$ cat src/rtl/clint_pkg.sv
// clint_pkg: shared TileLink opcodes, CLINT register offsets and FSM state type
package clint_pkg;
    localparam logic [2:0] PUT_FULL = 3'd0;
    localparam logic [2:0] PUT_PARTIAL = 3'd1;
    localparam logic [2:0] GET = 3'd4;
    localparam logic [2:0] ACK = 3'd0;
    localparam logic [2:0] ACK_DATA = 3'd1;
    localparam logic [15:0] MSIP_OFF = 16'h0000;
    localparam logic [15:0] MTIMECMP_OFF = 16'h4000;
    localparam logic [15:0] MTIME_OFF = 16'hBFF8;
    typedef enum logic {IDLE, RESP} state_t;
    function automatic logic [63:0] byte_mask(input logic [7:0] m);
        logic [63:0] r;
        for (int i = 0; i < 8; i++) r[8*i +: 8] = {8{m[i]}};
        return r;
    endfunction
endpackage

$ cat src/rtl/clint_timer_if.sv
// clint_timer_if: TileLink-UL A/D channel bundle between initiator and CLINT
interface clint_timer_if #(parameter int SRC_W = 4);
    logic a_valid;
    logic a_ready;
    logic [2:0] a_opcode;
    logic [2:0] a_size;
    logic [SRC_W-1:0] a_source;
    logic [63:0] a_address;
    logic [7:0] a_mask;
    logic [63:0] a_data;
    logic d_valid;
    logic d_ready;
    logic [2:0] d_opcode;
    logic [2:0] d_size;
    logic [SRC_W-1:0] d_source;
    logic d_denied;
    logic [63:0] d_data;
    modport master (
        output a_valid, a_opcode, a_size, a_source, a_address, a_mask, a_data, d_ready,
        input a_ready, d_valid, d_opcode, d_size, d_source, d_denied, d_data
    );
    modport slave (
        input a_valid, a_opcode, a_size, a_source, a_address, a_mask, a_data, d_ready,
        output a_ready, d_valid, d_opcode, d_size, d_source, d_denied, d_data
    );
endinterface

$ cat src/rtl/tl_ul_slave_fsm.sv
// tl_ul_slave_fsm: single-outstanding A/D handshake; latches the response and holds it until d_ready
module tl_ul_slave_fsm import clint_pkg::*; #(
    parameter int SRC_W = 4
) (
    input logic clk,
    input logic rst,
    clint_timer_if.slave bus,
    input logic [2:0] rsp_opcode,
    input logic rsp_denied,
    input logic [63:0] rsp_data,
    output logic req_fire
);
    state_t state;
    assign req_fire = state == IDLE && bus.a_ready && bus.a_valid;
    always_ff @(posedge clk) begin
        if (rst) begin
            state <= IDLE;
            bus.a_ready <= 1'b0;
            bus.d_valid <= 1'b0;
            bus.d_opcode <= 3'd0;
            bus.d_size <= 3'd0;
            bus.d_source <= '0;
            bus.d_denied <= 1'b0;
            bus.d_data <= 64'd0;
        end else if (state == IDLE) begin
            bus.a_ready <= !req_fire;
            if (req_fire) begin
                state <= RESP;
                bus.d_valid <= 1'b1;
                bus.d_opcode <= rsp_opcode;
                bus.d_size <= bus.a_size;
                bus.d_source <= bus.a_source[SRC_W-1:0];
                bus.d_denied <= rsp_denied;
                bus.d_data <= rsp_data;
            end
        end else if (bus.d_ready) begin
            state <= IDLE;
            bus.d_valid <= 1'b0;
            bus.a_ready <= 1'b1;
        end
    end
endmodule

$ cat src/rtl/clint_timer.sv
// clint_timer: RISC-V CLINT (msip, mtimecmp, mtime) behind a TileLink-UL responder port
module clint_timer import clint_pkg::*; #(
    parameter logic [63:0] BASE_ADDR = 64'h0200_0000,
    parameter int TICK_DIV = 1,
    parameter int SRC_W = 4
) (
    input logic clk,
    input logic rst,
    clint_timer_if.slave bus,
    output logic timer_irq,
    output logic soft_irq
);
    localparam int TW = TICK_DIV > 1 ? $clog2(TICK_DIV) : 1;
    logic [63:0] mtime, mtimecmp, cur, rdata, wbits;
    logic [31:0] half;
    logic [15:0] off;
    logic [TW-1:0] tick_cnt;
    logic msip, tick, in_win, is_get, is_put, size_ok, aligned, full_bad;
    logic sel_msip, sel_cmp, sel_time, denied, req_fire, wr;
    assign off = bus.a_address[15:0];
    assign in_win = bus.a_address[63:16] == BASE_ADDR[63:16];
    assign is_get = bus.a_opcode == GET;
    assign is_put = bus.a_opcode == PUT_FULL || bus.a_opcode == PUT_PARTIAL;
    assign size_ok = bus.a_size == 3'd2 || bus.a_size == 3'd3;
    assign aligned = bus.a_size == 3'd3 ? off[2:0] == 3'd0 : off[1:0] == 2'd0;
    assign full_bad = bus.a_opcode == PUT_FULL && bus.a_size == 3'd3 && bus.a_mask != 8'hFF;
    assign sel_msip = off[15:3] == MSIP_OFF[15:3];
    assign sel_cmp = off[15:3] == MTIMECMP_OFF[15:3];
    assign sel_time = off[15:3] == MTIME_OFF[15:3];
    assign denied = !(in_win && size_ok && aligned && (is_get || is_put) && (sel_msip || sel_cmp || sel_time)) || full_bad;
    assign cur = sel_msip ? {63'd0, msip} : sel_cmp ? mtimecmp : mtime;
    assign half = off[2] ? cur[63:32] : cur[31:0];
    assign rdata = bus.a_size == 3'd3 ? cur : {half, half};
    // 32-bit writes only touch the half selected by address bit 2
    assign wbits = byte_mask(bus.a_mask & (bus.a_size == 3'd3 ? 8'hFF : off[2] ? 8'hF0 : 8'h0F));
    assign wr = req_fire && is_put && !denied;
    assign tick = tick_cnt == TW'(TICK_DIV - 1);
    tl_ul_slave_fsm #(.SRC_W(SRC_W)) u_fsm (
        .clk(clk),
        .rst(rst),
        .bus(bus),
        .rsp_opcode(is_get ? ACK_DATA : ACK),
        .rsp_denied(denied),
        .rsp_data(denied || !is_get ? 64'd0 : rdata),
        .req_fire(req_fire)
    );
    always_ff @(posedge clk) begin
        if (rst) begin
            mtime <= 64'd0;
            mtimecmp <= '1;
            msip <= 1'b0;
            tick_cnt <= '0;
            timer_irq <= 1'b0;
            soft_irq <= 1'b0;
        end else begin
            tick_cnt <= tick ? '0 : tick_cnt + 1'b1;
            mtime <= wr && sel_time ? (mtime & ~wbits) | (bus.a_data & wbits) : mtime + 64'(tick);
            if (wr && sel_cmp) mtimecmp <= (mtimecmp & ~wbits) | (bus.a_data & wbits);
            if (wr && sel_msip && wbits[0]) msip <= bus.a_data[0];
            timer_irq <= mtime >= mtimecmp;
            soft_irq <= msip;
        end
    end
endmodule

$ cat src/flat_wrapper.sv
// flat-port wrapper written by rule: the top's interface ports become plain ports
module clint_timer_flat import clint_pkg::*;
#(
    parameter logic [63:0] BASE_ADDR = 64'h0200_0000,
    parameter int TICK_DIV = 1,
    parameter int SRC_W = 4
)
  (clk, rst, timer_irq, soft_irq, bus_a_valid, bus_a_opcode, bus_a_size, bus_a_source, bus_a_address, bus_a_mask, bus_a_data, bus_d_ready, bus_a_ready, bus_d_valid, bus_d_opcode, bus_d_size, bus_d_source, bus_d_denied, bus_d_data);
  clint_timer_if #(.SRC_W(SRC_W)) bus_i ();
  input logic clk;
  input logic rst;
  output logic timer_irq;
  output logic soft_irq;
  input wire logic [$bits(bus_i.a_valid)-1:0] bus_a_valid;
  input wire logic [$bits(bus_i.a_opcode)-1:0] bus_a_opcode;
  input wire logic [$bits(bus_i.a_size)-1:0] bus_a_size;
  input wire logic [$bits(bus_i.a_source)-1:0] bus_a_source;
  input wire logic [$bits(bus_i.a_address)-1:0] bus_a_address;
  input wire logic [$bits(bus_i.a_mask)-1:0] bus_a_mask;
  input wire logic [$bits(bus_i.a_data)-1:0] bus_a_data;
  input wire logic [$bits(bus_i.d_ready)-1:0] bus_d_ready;
  output wire logic [$bits(bus_i.a_ready)-1:0] bus_a_ready;
  output wire logic [$bits(bus_i.d_valid)-1:0] bus_d_valid;
  output wire logic [$bits(bus_i.d_opcode)-1:0] bus_d_opcode;
  output wire logic [$bits(bus_i.d_size)-1:0] bus_d_size;
  output wire logic [$bits(bus_i.d_source)-1:0] bus_d_source;
  output wire logic [$bits(bus_i.d_denied)-1:0] bus_d_denied;
  output wire logic [$bits(bus_i.d_data)-1:0] bus_d_data;
  assign bus_i.a_valid = bus_a_valid;
  assign bus_i.a_opcode = bus_a_opcode;
  assign bus_i.a_size = bus_a_size;
  assign bus_i.a_source = bus_a_source;
  assign bus_i.a_address = bus_a_address;
  assign bus_i.a_mask = bus_a_mask;
  assign bus_i.a_data = bus_a_data;
  assign bus_i.d_ready = bus_d_ready;
  assign bus_a_ready = bus_i.a_ready;
  assign bus_d_valid = bus_i.d_valid;
  assign bus_d_opcode = bus_i.d_opcode;
  assign bus_d_size = bus_i.d_size;
  assign bus_d_source = bus_i.d_source;
  assign bus_d_denied = bus_i.d_denied;
  assign bus_d_data = bus_i.d_data;
  clint_timer #(.BASE_ADDR(BASE_ADDR), .TICK_DIV(TICK_DIV), .SRC_W(SRC_W)) u_core (.clk(clk), .rst(rst), .bus(bus_i), .timer_irq(timer_irq), .soft_irq(soft_irq));
endmodule
$ cat config.mk
export PLATFORM = sky130hd
export DESIGN_NAME = clint_timer_flat
export DESIGN_NICKNAME = d
export VERILOG_FILES = /design/src/rtl/clint_pkg.sv /design/src/rtl/clint_timer_if.sv /design/src/rtl/tl_ul_slave_fsm.sv /design/src/rtl/clint_timer.sv /design/src/flat_wrapper.sv
export SDC_FILE = /design/constraint.sdc
export NUM_CORES = 1
export LEC_CHECK = 0
export CORE_MARGIN = 10
export CORE_UTILIZATION = 32
export CTS_CLUSTER_DIAMETER = 200
export DETAILED_ROUTE_END_ITERATION = 10
export PLACE_DENSITY = 0.5
export SYNTH_ARGS = -nofsm -noshare
export SYNTH_HDL_FRONTEND = slang
export SYNTH_SLANG_ARGS = --single-unit
$ cat constraint.sdc
create_clock -name clk -period 3.4 [get_ports clk]
set_clock_uncertainty 0.05 [all_clocks]
set_input_delay 0.68 -clock clk [delete_from_list [all_inputs] [get_ports clk]]
set_output_delay 0.68 -clock clk [all_outputs]
set_load 0.01 [all_outputs]
; ---- Word level (Yosys, flattened, before mapping)
; Cells that the tools add are included.
[op_classes]
n_addsub = 2
order_cmp = 1
eq_ne = 9
n_mux = 18
n_bitwise = 9
reduce_logical = 33
[ops]
columns = op, count
row1 = 64-bit two-way mux, 5
row2 = 64-bit bitwise AND, 3
row3 = 64-bit bitwise OR, 2
row4 = 64-bit by 1-bit adder with 64-bit output, 1
row5 = 64-bit greater-or-equal comparator, 1
row6 = 64-bit inverter, 1
row7 = "48-bit by 10-bit == test with 1-bit output, second input constant", 1
row8 = 32-bit two-way mux, 1
row9 = 8-bit two-way mux, 2
row10 = 1-bit logical AND, 14
row11 = "13-bit by 12-bit == test with 1-bit output, second input constant", 1
row12 = "13-bit == test, second input constant", 1
row13 = 13-bit logical NOT, 1
row14 = 1-bit two-way mux, 10
row15 = 8-bit bitwise AND, 1
row16 = "8-bit != test, second input constant", 1
row17 = 1-bit logical OR, 7
row18 = "3-bit by 2-bit == test with 1-bit output, second input constant", 2
row19 = 3-bit logical NOT, 2
row20 = 1-bit logical NOT, 4
row21 = 2-bit AND reduction, 2
row22 = "3-bit by 1-bit == test with 1-bit output, second input constant", 1
row23 = "3-bit == test, second input constant", 1
row24 = 2-bit logical NOT, 1
row25 = 5 further kinds, 6
[totals]
regBits = 210
word_cells = 86

; ---- Logic depth before layout (Yosys ltp)
; Gate-level depths: netlist of the first run.
[depth]
word_depth = 12
depth_mapped = 11

; ---- By module
; A second synthesis of the first run with hierarchy kept.
[hier_totals]
cells_unflattened = 1652
area_unflattened_um2 = 13206.4
[by_module_without_submodules]
columns = mod, instances, cells_per_inst, area_each_um2, seq_area_each_um2
row1 = clint_timer, 1, 1316, 9756.9, 2642.5
row2 = tl_ul_slave_fsm, 1, 336, 3449.6, 1561.5

; ---- Worst setup path after synthesis of the first run
; Ideal clock, no wire load.
[synth_path]
path_kind = input -> register
startpoint = input bus_a_address[5]
endpoint = register (tool-made name)
arrival_time_ns = 2.598
setup_slack_ns = 0.623
stages = 8
n_path_buf = 1
path_cell_list = nand4_1 > or4_4 > a211oi_4 > nand2_4 > or4_1 > buf_4 > mux2i_1 > nand2_1
[synth_rtl]
columns = element, line
row1 = start: declaration, flat_wrapper.sv:18  ; input wire logic [$bits(bus_i.a_address)-1:0] bus_a_address;

==> run summary, run 1 <==
======================================================================================
Number of buffers inserted by hold repair at cts                                     0
Type of the worst setup path                                              register to register
Clock slew at reported path FFs                                                0.06 ns
Async set-or-reset flop fraction in the synthesized netlist                          0
Max rail drop VDD                                                             0.316 mV
Post-synth EDFFs                                                                     0
Clk buf depth                                                                        3
P_leak                                                                         6.96 nW
Routability Congestion                                                           0.904
Clock tree root buffer cell                                               sky130_fd_sc_hd__clkbuf_16
Die X                                                                           215 um
PD cells                                                                   359 nW/um^2
Via density                                                                       5.38
Core region area                                                            37600 um^2
Hold Path Class                                                           register to register
RSZ-0062 raised after global routing                                                no
Layout Nets                                                                       2069
Share of the clock period used by the worst path                                 0.882
Total setup buffers inserted after CTS                                               0
Number of antenna violations at the first check in global routing                    1
Die outline area                                                            46200 um^2
Cell count after synthesis                                                        1582
Outcome                                                                   finished clean
Final number of max-transition violations                                            0
Number of placement rows                                                            71
Worst-margin pin slew                                                         0.874 ns
Initial Utilization                                                              0.323
Worst skew pair latency                                                        0.54 ns
Achievable Freq                                                                333 MHz
Slowest cell delay on critical path                                            0.53 ns
Element type at the critical path start                                       register
Wire length of the first global-routing pass                                  75600 um
Total number of clock tree sinks                                                   208
Overall fraction of global-route tracks in use                                   0.205
Slowest library cell on the worst path                                    sky130_fd_sc_hd__nor3_1
Ratio of cells with drive above 1 in the final layout                            0.101
Avg WL per Cell                                                                20.8 um
DRC violations left                                                                  0
Router iterations before antenna repair                                              8
Area growth from synthesis to layout                                             37.1%
Cell-by-cell trace of the critical path                                   nand3_1 > nor3_1 > nand4_1 > nor2_1 > nand3_1 > or3_1 > a31oi_1
DRC marker count from the first detailed-route iteration                          1059
Critical path capture point type                                              register
TritonCTS clock tree                                                               yes
Dpl hpwl                                                                      38400 um
MaxCap Viol Count                                                                    0
Count of buffers inserted at the top-level ports                                   226
Synth Flop Type                                                           sky130_fd_sc_hd__dfxtp_1
Worst slew margin relative to its limit                                          0.417
Die Height                                                                      215 um
Resized Gates After CTS                                                              0
# H-tree levels                                                                      1
CTS Buf Count                                                                       26
Post-DP Area                                                                15700 um^2
Seq/Total Area, Yosys                                                            0.343
Count of endpoints failing hold in the final timing report                           0
DR vias                                                                          12800
Finish-stage setup viols                                                             0
Number of nets with antenna violations after detailed routing                        0
Number of primary I/O pins                                                         229
Total gr overflow                                                                    0
Cell type with the highest occurrence count on the critical path          sky130_fd_sc_hd__nand3_1
Crit path time final                                                           3.00 ns
Number of flip-flops and latches in the synthesized netlist                        208
Cell area after layout                                                      16700 um^2
Via count of the first global-routing pass                                       12600
Required time at the worst-slack endpoint                                      3.81 ns
Area of the mapped netlist                                                  12200 um^2
Most common library cell in the layout ignoring fill and taps             sky130_fd_sc_hd__clkdlybuf4s50_1
Total wire length                                                             49600 um
Most frequent cells in the layout                                         sky130_fd_sc_hd__clkdlybuf4s50_1, sky130_fd_sc_hd__dfxtp_1, sky130_fd_sc_hd__a21oi_1
Synthesized area per cell                                                    7.68 um^2
Share of the core filled with cells                                              0.444
Yosys warning count                                                                  0
Largest net degree at the start of global routing                                  125
Number of distinct standard cells referenced by the synthesized netlist             63
WP data arrival                                                                3.41 ns
Largest fanout on the critical path                                                  9
======================================================================================
-- path summary, 6_finish.rpt --
check,from,to,slack (ns),cells past startpoint
max,register,register,0.40,7
min,u_core.u_fsm.bus.d_source[1],u_core.u_fsm.bus.d_source[1],0.40,2
max reg2reg,register,register,0.40,7
min reg2reg,u_core.u_fsm.bus.d_source[1],u_core.u_fsm.bus.d_source[1],0.40,2
-- cell type report --
cell class                 instances  area, um^2
multi-input combinational       1200        7330
clock inverter                    17         218
inverter                          77         289
timing repair buffer             340        3320
clock buffer                      31         711
sequential                       208        4160
tap                              511         639
antenna                            1        2.50
fill                            3839       20900
-- cells by family (layout without fill, tap and decap cells) --
logic type | Yosys count | after routing | synth area share
and+or+nand+nor | 670 | 670 | 0.274
AOI/OAI and AO/OA | 397 | 397 | 0.205
DFF | 208 | 208 | 0.343
buffers and inverters | 176 | 465 | 0.0573
adders and majority gates | 66 | 66 | 0.0679
muxes | 64 | 64 | 0.0527
other | 1 | 4 | 0.000309
-- power breakdown --
group	internal, W	leakage (nW)	switching (W)	total, W
Combinational	0.000243	4.83	0.000267	0.000510
Clock	0.00187	0.456	0.00116	0.00302
Sequential	0.00245	1.68	0.00000746	0.00246
Total	0.00456	6.96	0.00143	0.00599
-- metrics by stage --
| step | TNS, ns | hold slack, ns | setup slack [ns] | total power (W) | std cells |
|---|---|---|---|---|---|
| floorplan | 0 | 0.392 | 0.623 | 0.00269 | 1584 |
| global placement | 0 | 0.391 | 0.0118 | 0.00302 | 2336 |
| detailed placement | -0.139 | 0.396 | -0.0324 | 0.00302 | 2336 |
| CTS | 0 | 0.389 | 0.480 | 0.00606 | 2384 |
| global route | 0 | 0.406 | 0.215 | 0.00618 | 2385 |
| finish | 0 | 0.402 | 0.400 | 0.00599 | 2385 |
-- cell usage after synthesis (5+ instances only) --
cell / number / share of area
sky130_fd_sc_hd__a32oi_1: 20 / 0.014
sky130_fd_sc_hd__nor2b_1: 6 / 0.0031
sky130_fd_sc_hd__o21ai_0: 37 / 0.015
sky130_fd_sc_hd__nor3_1: 145 / 0.060
sky130_fd_sc_hd__nand3_1: 39 / 0.016
sky130_fd_sc_hd__nor4_1: 31 / 0.016
sky130_fd_sc_hd__and3_1: 16 / 0.0082
sky130_fd_sc_hd__nor4b_1: 5 / 0.0036
sky130_fd_sc_hd__and4_1: 9 / 0.0065
sky130_fd_sc_hd__a21o_1: 5 / 0.0031
sky130_fd_sc_hd__mux2i_1: 64 / 0.053
sky130_fd_sc_hd__a22oi_1: 50 / 0.031
sky130_fd_sc_hd__buf_1: 10 / 0.0031
sky130_fd_sc_hd__buf_4: 5 / 0.0031
sky130_fd_sc_hd__nand4_1: 33 / 0.017
sky130_fd_sc_hd__nand2_1: 151 / 0.047
sky130_fd_sc_hd__dfxtp_1: 208 / 0.34
sky130_fd_sc_hd__nor2_1: 175 / 0.054
sky130_fd_sc_hd__o31ai_1: 6 / 0.0037
sky130_fd_sc_hd__buf_2: 14 / 0.0058
sky130_fd_sc_hd__clkbuf_1: 70 / 0.022
sky130_fd_sc_hd__or3_1: 19 / 0.0098
sky130_fd_sc_hd__a21oi_1: 178 / 0.073
sky130_fd_sc_hd__inv_1: 77 / 0.024
sky130_fd_sc_hd__ha_1: 66 / 0.068
sky130_fd_sc_hd__a31oi_1: 25 / 0.013
sky130_fd_sc_hd__a211oi_1: 22 / 0.014
sky130_fd_sc_hd__nor4_4: 7 / 0.012
sky130_fd_sc_hd__o311ai_0: 5 / 0.0036
sky130_fd_sc_hd__o211ai_1: 19 / 0.012
sky130_fd_sc_hd__a2bb2oi_1: 6 / 0.0043
-- worst max-delay path: cells and delay by family (launching register included) --
kind             cells  cell delay (ns)
AO/OA/AOI/OAI        1             0.16
flip-flops           1             0.50
AND/OR/NAND/NOR      6             2.20
-- routing by layer --
layer  wire [um]  global-route usage  part of all wire  vias up
met1       22000               0.271              0.44     6064
met2       23700               0.346              0.48      358
met4        1400              0.0581             0.028        0
met5           0                   0                 0        -
li1            -                   -                 -     6347
met3        2430              0.0246             0.049       64
(Power assumes the default switching activity.)
==> run 2, diff against run 1 <==
Settings changed: CORE_MARGIN 10 to 2.
==> run summary, run 2 (synthesis gave the netlist of run 1 again) <==
================================================================================
P_leak                                                                   6.98 nW   +0.31%
Via density                                                                 5.38   about the same
Initial Utilization                                                        0.323   unchanged
Total gr overflow                                                              0   unchanged
Overall fraction of global-route tracks in use                             0.243   +0.0380
Achievable Freq                                                          335 MHz   +0.55%
Hold Path Class                                                     input port to register
Dpl hpwl                                                                36900 um   -3.8%
Crit path from                                                      bus_a_address[9]
Number of placement rows                                                      71   unchanged
Most frequent cells in the layout                                   sky130_fd_sc_hd__clkdlybuf4s50_1, sky130_fd_sc_hd__dfxtp_1, sky130_fd_sc_hd__a21oi_1
Clk buf depth                                                                  3   unchanged
Element type at the critical path start                               input port
TritonCTS clock tree                                                         yes
DRC marker count from the first detailed-route iteration                     998   -5.8%
Total setup buffers inserted after CTS                                         0   unchanged
DR vias                                                                    12900   +0.50%
MaxCap Viol Count                                                              0   unchanged
Largest fanout on the critical path                                           89   +80
Ratio of cells with drive above 1 in the final layout                      0.106   +0.00525
Slowest library cell on the worst path                              sky130_fd_sc_hd__a21oi_1
Share of the clock period used by the worst path                           0.878   -0.00480
Die Height                                                                199 um   -7.4%
Routability Congestion                                                     0.923   +2.2%
Worst Setup Slack, final                                                0.416 ns   +0.0163 ns
Most common library cell in the layout ignoring fill and taps       sky130_fd_sc_hd__clkdlybuf4s50_1
Final number of max-transition violations                                      0   unchanged
CTS Buf Count                                                                 25   -3.8%
Core region area                                                      37600 um^2   unchanged
Total number of clock tree sinks                                             208   unchanged
WP data arrival                                                          3.33 ns   -0.08 ns
Cell-by-cell trace of the critical path                             clkdlybuf4s50_1 > nor4_1 > buf_4 > nand3_4 > buf_12 > buf_4 > a21oi_1 > mux2i_1 > a22oi_1 > nor2_1
Critical path capture point type                                        register
Number of stages on the worst setup path                                      10   +3
Cell family contributing the most delay on the critical path        buffers and inverters
Router iterations before antenna repair                                        7   -1
Count of buffers inserted at the top-level ports                             226   unchanged
Number of primary I/O pins                                                   229   unchanged
Worst skew pair latency                                                  0.54 ns   about the same
Die outline area                                                      39600 um^2   -14%
Avg WL per Cell                                                          20.2 um   -2.9%
Required time at the worst-slack endpoint                                3.74 ns   -0.07 ns
Finish-stage setup viols                                                       0   unchanged
Number of antenna violations at the first check in global routing              1   unchanged
Layout Nets                                                                 2083   +0.68%
Worst slew margin relative to its limit                                    0.392   -0.0254
Clock tree root buffer cell                                         sky130_fd_sc_hd__clkbuf_16
Count of filler cells inserted in the layout                                3829   -0.26%
Resized Gates After CTS                                                        0   unchanged
Min-delay src                                                                rst
Number of cells traversed by the worst register-to-register path               7   unchanged
Outcome                                                             finished clean
Type of the worst setup path                                        input port to register
Post-placement setup slack                                            -0.0606 ns   -0.0282 ns
Die X                                                                     199 um   -7.4%
Final total power                                                      0.00569 W   -4.9%
Number of buffer and inverter stages on the critical path                      4   +4
RSZ-0062 raised after global routing                                          no
Clock slew at reported path FFs                                          0.06 ns   about the same
Hold WS                                                                 0.306 ns   -0.0961 ns
DRC violations left                                                            0   unchanged
Post-DP Area                                                          15900 um^2   +0.72%
Number of buffers inserted by hold repair at cts                               0   unchanged
Area growth from synthesis to layout                                       37.2%   about the same
Slowest cell delay on critical path                                      0.56 ns   +0.03 ns
# H-tree levels                                                                1   unchanged
Cell type with the highest occurrence count on the critical path    sky130_fd_sc_hd__buf_4
Count of endpoints failing hold in the final timing report                     0   unchanged
Largest net degree at the start of global routing                            142   +14%
Number of nets with antenna violations after detailed routing                  0   unchanged
PD cells                                                             341 nW/um^2   -4.9%
Cell area after layout                                                16700 um^2   about the same
Hold depth                                                                     2   unchanged
Via count of the first global-routing pass                                 12400   -1.4%
Total wire length                                                       48400 um   -2.5%
Crit path time final                                                     2.98 ns   -0.0163 ns
Max rail drop VDD                                                       0.325 mV   +2.8%
Wire length of the first global-routing pass                            74100 um   -2.0%
Worst-margin pin slew                                                   0.912 ns   +0.0382 ns
================================================================================
-- run 2: cell types whose count changed in the layout (fill, tap and decap cells not counted), sizes merged --
cell,previous run,this run
buf,115,130
bufinv,5,1
clkbuf,31,35
clkinv,9,6
clkinvlp,3,2
-- run 2: per-layer routing --
layer	routed length [um]	track usage
met5	0	0
met2	22600	0.407
met1	22600	0.335
met3	1890	0.0253
met4	1210	0.0597
-- run 2: final timing paths --
path / to / slack, ns
worst min register to register: u_core.u_fsm.bus.d_source[3] / 0.40
worst max register to register: register / 0.46
worst min-delay path: register / 0.31
worst max-delay path: u_core.u_fsm.bus.d_data[6] / 0.42
-- run 2: through the flow --
step	utilization	setup TNS (ns)	std cells
global placement	0.422	-0.359	2351
global route	0.444	0	2396
detailed placement	0.422	-0.180	2351
floorplan	-	0	1584
finish	0.444	0	2396
CTS	0.444	0	2395
-- run 2: cell type report --
class / count / area, um^2 / area share
diodes: 1 / 2.50 / 0.000150
clock buffers: 35 / 743 / 0.0446
clock inverters: 9 / 82.6 / 0.00495
inverters: 77 / 289 / 0.0173
multi-input cells: 1200 / 7330 / 0.439
flip-flops and latches: 208 / 4160 / 0.250
well taps: 511 / 639 / 0.0383
repair buffers: 355 / 3430 / 0.206
-- run 2: report_power, final --
group / switching (W) / leakage [nW] / internal [W]
registers: 0.00000826 / 1.68 / 0.00245
clock network: 0.00113 / 0.406 / 0.00160
logic: 0.000266 / 4.90 / 0.000248
==> run 3, diff against run 2 <==
Settings changed: REMOVE_ABC_BUFFERS set to 1, SLEW_MARGIN set to 20.
==> run summary, run 3 (synthesis gave the netlist of run 1 again) <==
================================================================================
Via density                                                                 5.38   -0.14%
Hold depth                                                                     2   unchanged
Overall fraction of global-route tracks in use                             0.224   -0.0200
Cell-by-cell trace of the critical path                             clkdlybuf4s50_1 > buf_4 > nand3b_1 > or4_4 > a211oi_2 > and4b_2 > buf_12 > nor3_1 > or3_1 > a21oi_1
Largest net degree at the start of global routing                            225   +58%
Ratio of cells with drive above 1 in the final layout                     0.0882   -0.0180
Final number of max-transition violations                                      0   unchanged
Count of buffers inserted at the top-level ports                             226   unchanged
CTS Buf Count                                                                 25   unchanged
Die Height                                                                199 um   unchanged
Diodes inserted                                                                0   -1
Required time at the worst-slack endpoint                                3.78 ns   +0.04 ns
P_leak                                                                   6.86 nW   -1.8%
Total setup buffers inserted after CTS                                         0   unchanged
Finish-stage setup viols                                                       0   unchanged
Type of the worst setup path                                        input port to register
Share of the clock period used by the worst path                           0.875   -0.00276
Clock slew at reported path FFs                                          0.06 ns   about the same
Dpl hpwl                                                                33800 um   -8.5%
Clock tree root buffer cell                                         sky130_fd_sc_hd__clkbuf_16
Most common library cell in the layout ignoring fill and taps       sky130_fd_sc_hd__clkdlybuf4s50_1
# H-tree levels                                                                1   unchanged
Via count of the first global-routing pass                                 12200   -1.7%
Cell family contributing the most delay on the critical path        simple AND/OR/NAND/NOR gates
DRC marker count from the first detailed-route iteration                     933   -6.5%
Clk buf depth                                                                  3   unchanged
Worst slew margin relative to its limit                                    0.268   -0.124
Die outline area                                                      39600 um^2   unchanged
TritonCTS clock tree                                                         yes
Max rail drop VDD                                                       0.370 mV   +14%
Final total power                                                      0.00568 W   -0.23%
Number of stages on the worst setup path                                      10   unchanged
Crit path time final                                                     2.97 ns   -0.00938 ns
WP data arrival                                                          3.36 ns   +0.03 ns
Total number of clock tree sinks                                             208   unchanged
Number of nets with antenna violations after detailed routing                  0   unchanged
RSZ-0062 raised after global routing                                          no
DRC violations left                                                            0   unchanged
Number of primary I/O pins                                                   229   unchanged
PD cells                                                             345 nW/um^2   +1.1%
Die X                                                                     199 um   unchanged
Number of buffers inserted by hold repair at cts                               0   unchanged
Number of antenna violations at the first check in global routing              0   -1
Routability Congestion                                                     0.850   -7.9%
Slowest cell delay on critical path                                      0.47 ns   -0.09 ns
Number of placement rows                                                      71   unchanged
Cell area after layout                                                16500 um^2   -1.3%
Sum of negative setup slack                                                 0 ns   unchanged
Achievable Freq                                                          336 MHz   +0.32%
Count of endpoints failing hold in the final timing report                     0   unchanged
Critical path capture point type                                        register
Layout Nets                                                                 2050   -1.6%
Router iterations before antenna repair                                        5   -2
Number of buffer and inverter stages on the critical path                      3   -1
Post-DP Area                                                          15600 um^2   -1.3%
Largest fanout on the critical path                                           12   -87%
Worst-margin pin slew                                                    1.10 ns   +0.186 ns
Element type at the critical path start                               input port
Resized Gates After CTS                                                        0   unchanged
Most frequent cells in the layout                                   sky130_fd_sc_hd__clkdlybuf4s50_1, sky130_fd_sc_hd__dfxtp_1, sky130_fd_sc_hd__a21oi_1
Total wire length                                                       45300 um   -6.3%
Slowest library cell on the worst path                              sky130_fd_sc_hd__or4_4
Area growth from synthesis to layout                                       35.4%
Initial Utilization                                                        0.323   unchanged
Wire length of the first global-routing pass                            68900 um   -7.1%
Number of cells traversed by the worst register-to-register path               7   unchanged
MaxCap Viol Count                                                              0   unchanged
Worst skew pair latency                                                  0.54 ns   about the same
DR vias                                                                    12700   -1.6%
Hold Path Class                                                     register to register
Outcome                                                             finished clean
Core region area                                                      37600 um^2   unchanged
Avg WL per Cell                                                          19.2 um   -4.9%
Total gr overflow                                                              0   unchanged
================================================================================
==> run 3: cell types whose count changed in the layout (fill, tap and decap cells not counted), sizes merged <==
cell / change
clkinvlp: -1
buf: -33
diode: -1
clkbuf: +5
clkinv: -6
==> run 3: layout make-up <==
cell class | instances | area (um^2)
fillers | 3876 | 21100
multi-input cells | 1200 | 7330
flip-flops and latches | 208 | 4160
repair buffers | 322 | 3220
clock buffers | 40 | 782
well taps | 511 | 639
inverters | 77 | 289
clock inverters | 2 | 37.5
==> run 3: metal layers <==
layer  global-route usage  up-vias  part of all wire
li1                     -     6306                 -
met3               0.0400       55             0.069
met1                0.300     5967              0.46
met5                    0        -                 0
met2                0.372      357              0.45
met4               0.0511        0             0.019
==> run 3: power breakdown <==
group	total, W	switching, W	internal, W
combinational	0.000517	0.000270	0.000248
clock	0.00271	0.00108	0.00163
sequential	0.00246	0.00000769	0.00245
total	0.00568	0.00136	0.00433
==> run 3: path summary, 6_finish.rpt <==
kind                                start                      endpoint  slack [ns]
max                     bus_a_address[14]                      register        0.43
min          u_core.u_fsm.bus.d_source[3]  u_core.u_fsm.bus.d_source[3]        0.40
max reg2reg                      register                      register        0.60
min reg2reg  u_core.u_fsm.bus.d_source[3]  u_core.u_fsm.bus.d_source[3]        0.40
==> run 3: worst register-to-register path, cell delays in order, from the launching register on <==
cell and delay (ns):
sky130_fd_sc_hd__dfxtp_1 0.45, sky130_fd_sc_hd__nand2_1 0.17, sky130_fd_sc_hd__nor4_4 0.54, sky130_fd_sc_hd__and4_1 0.51, sky130_fd_sc_hd__and3_1 0.30, sky130_fd_sc_hd__nand2_1 0.15
sky130_fd_sc_hd__or3_1 0.33, sky130_fd_sc_hd__a211oi_1 0.21
==> run 3: per-stage QoR <==
step	hold slack, ns	utilization	std cells	setup slack (ns)
after floorplan	0.390	-	1485	-3.67
after global placement	0.391	0.416	2318	0.0151
after detailed placement	0.396	0.416	2318	-0.0911
after CTS	0.405	0.438	2360	0.464
after global routing	0.416	0.438	2360	0.296
final	0.404	0.438	2360	0.426
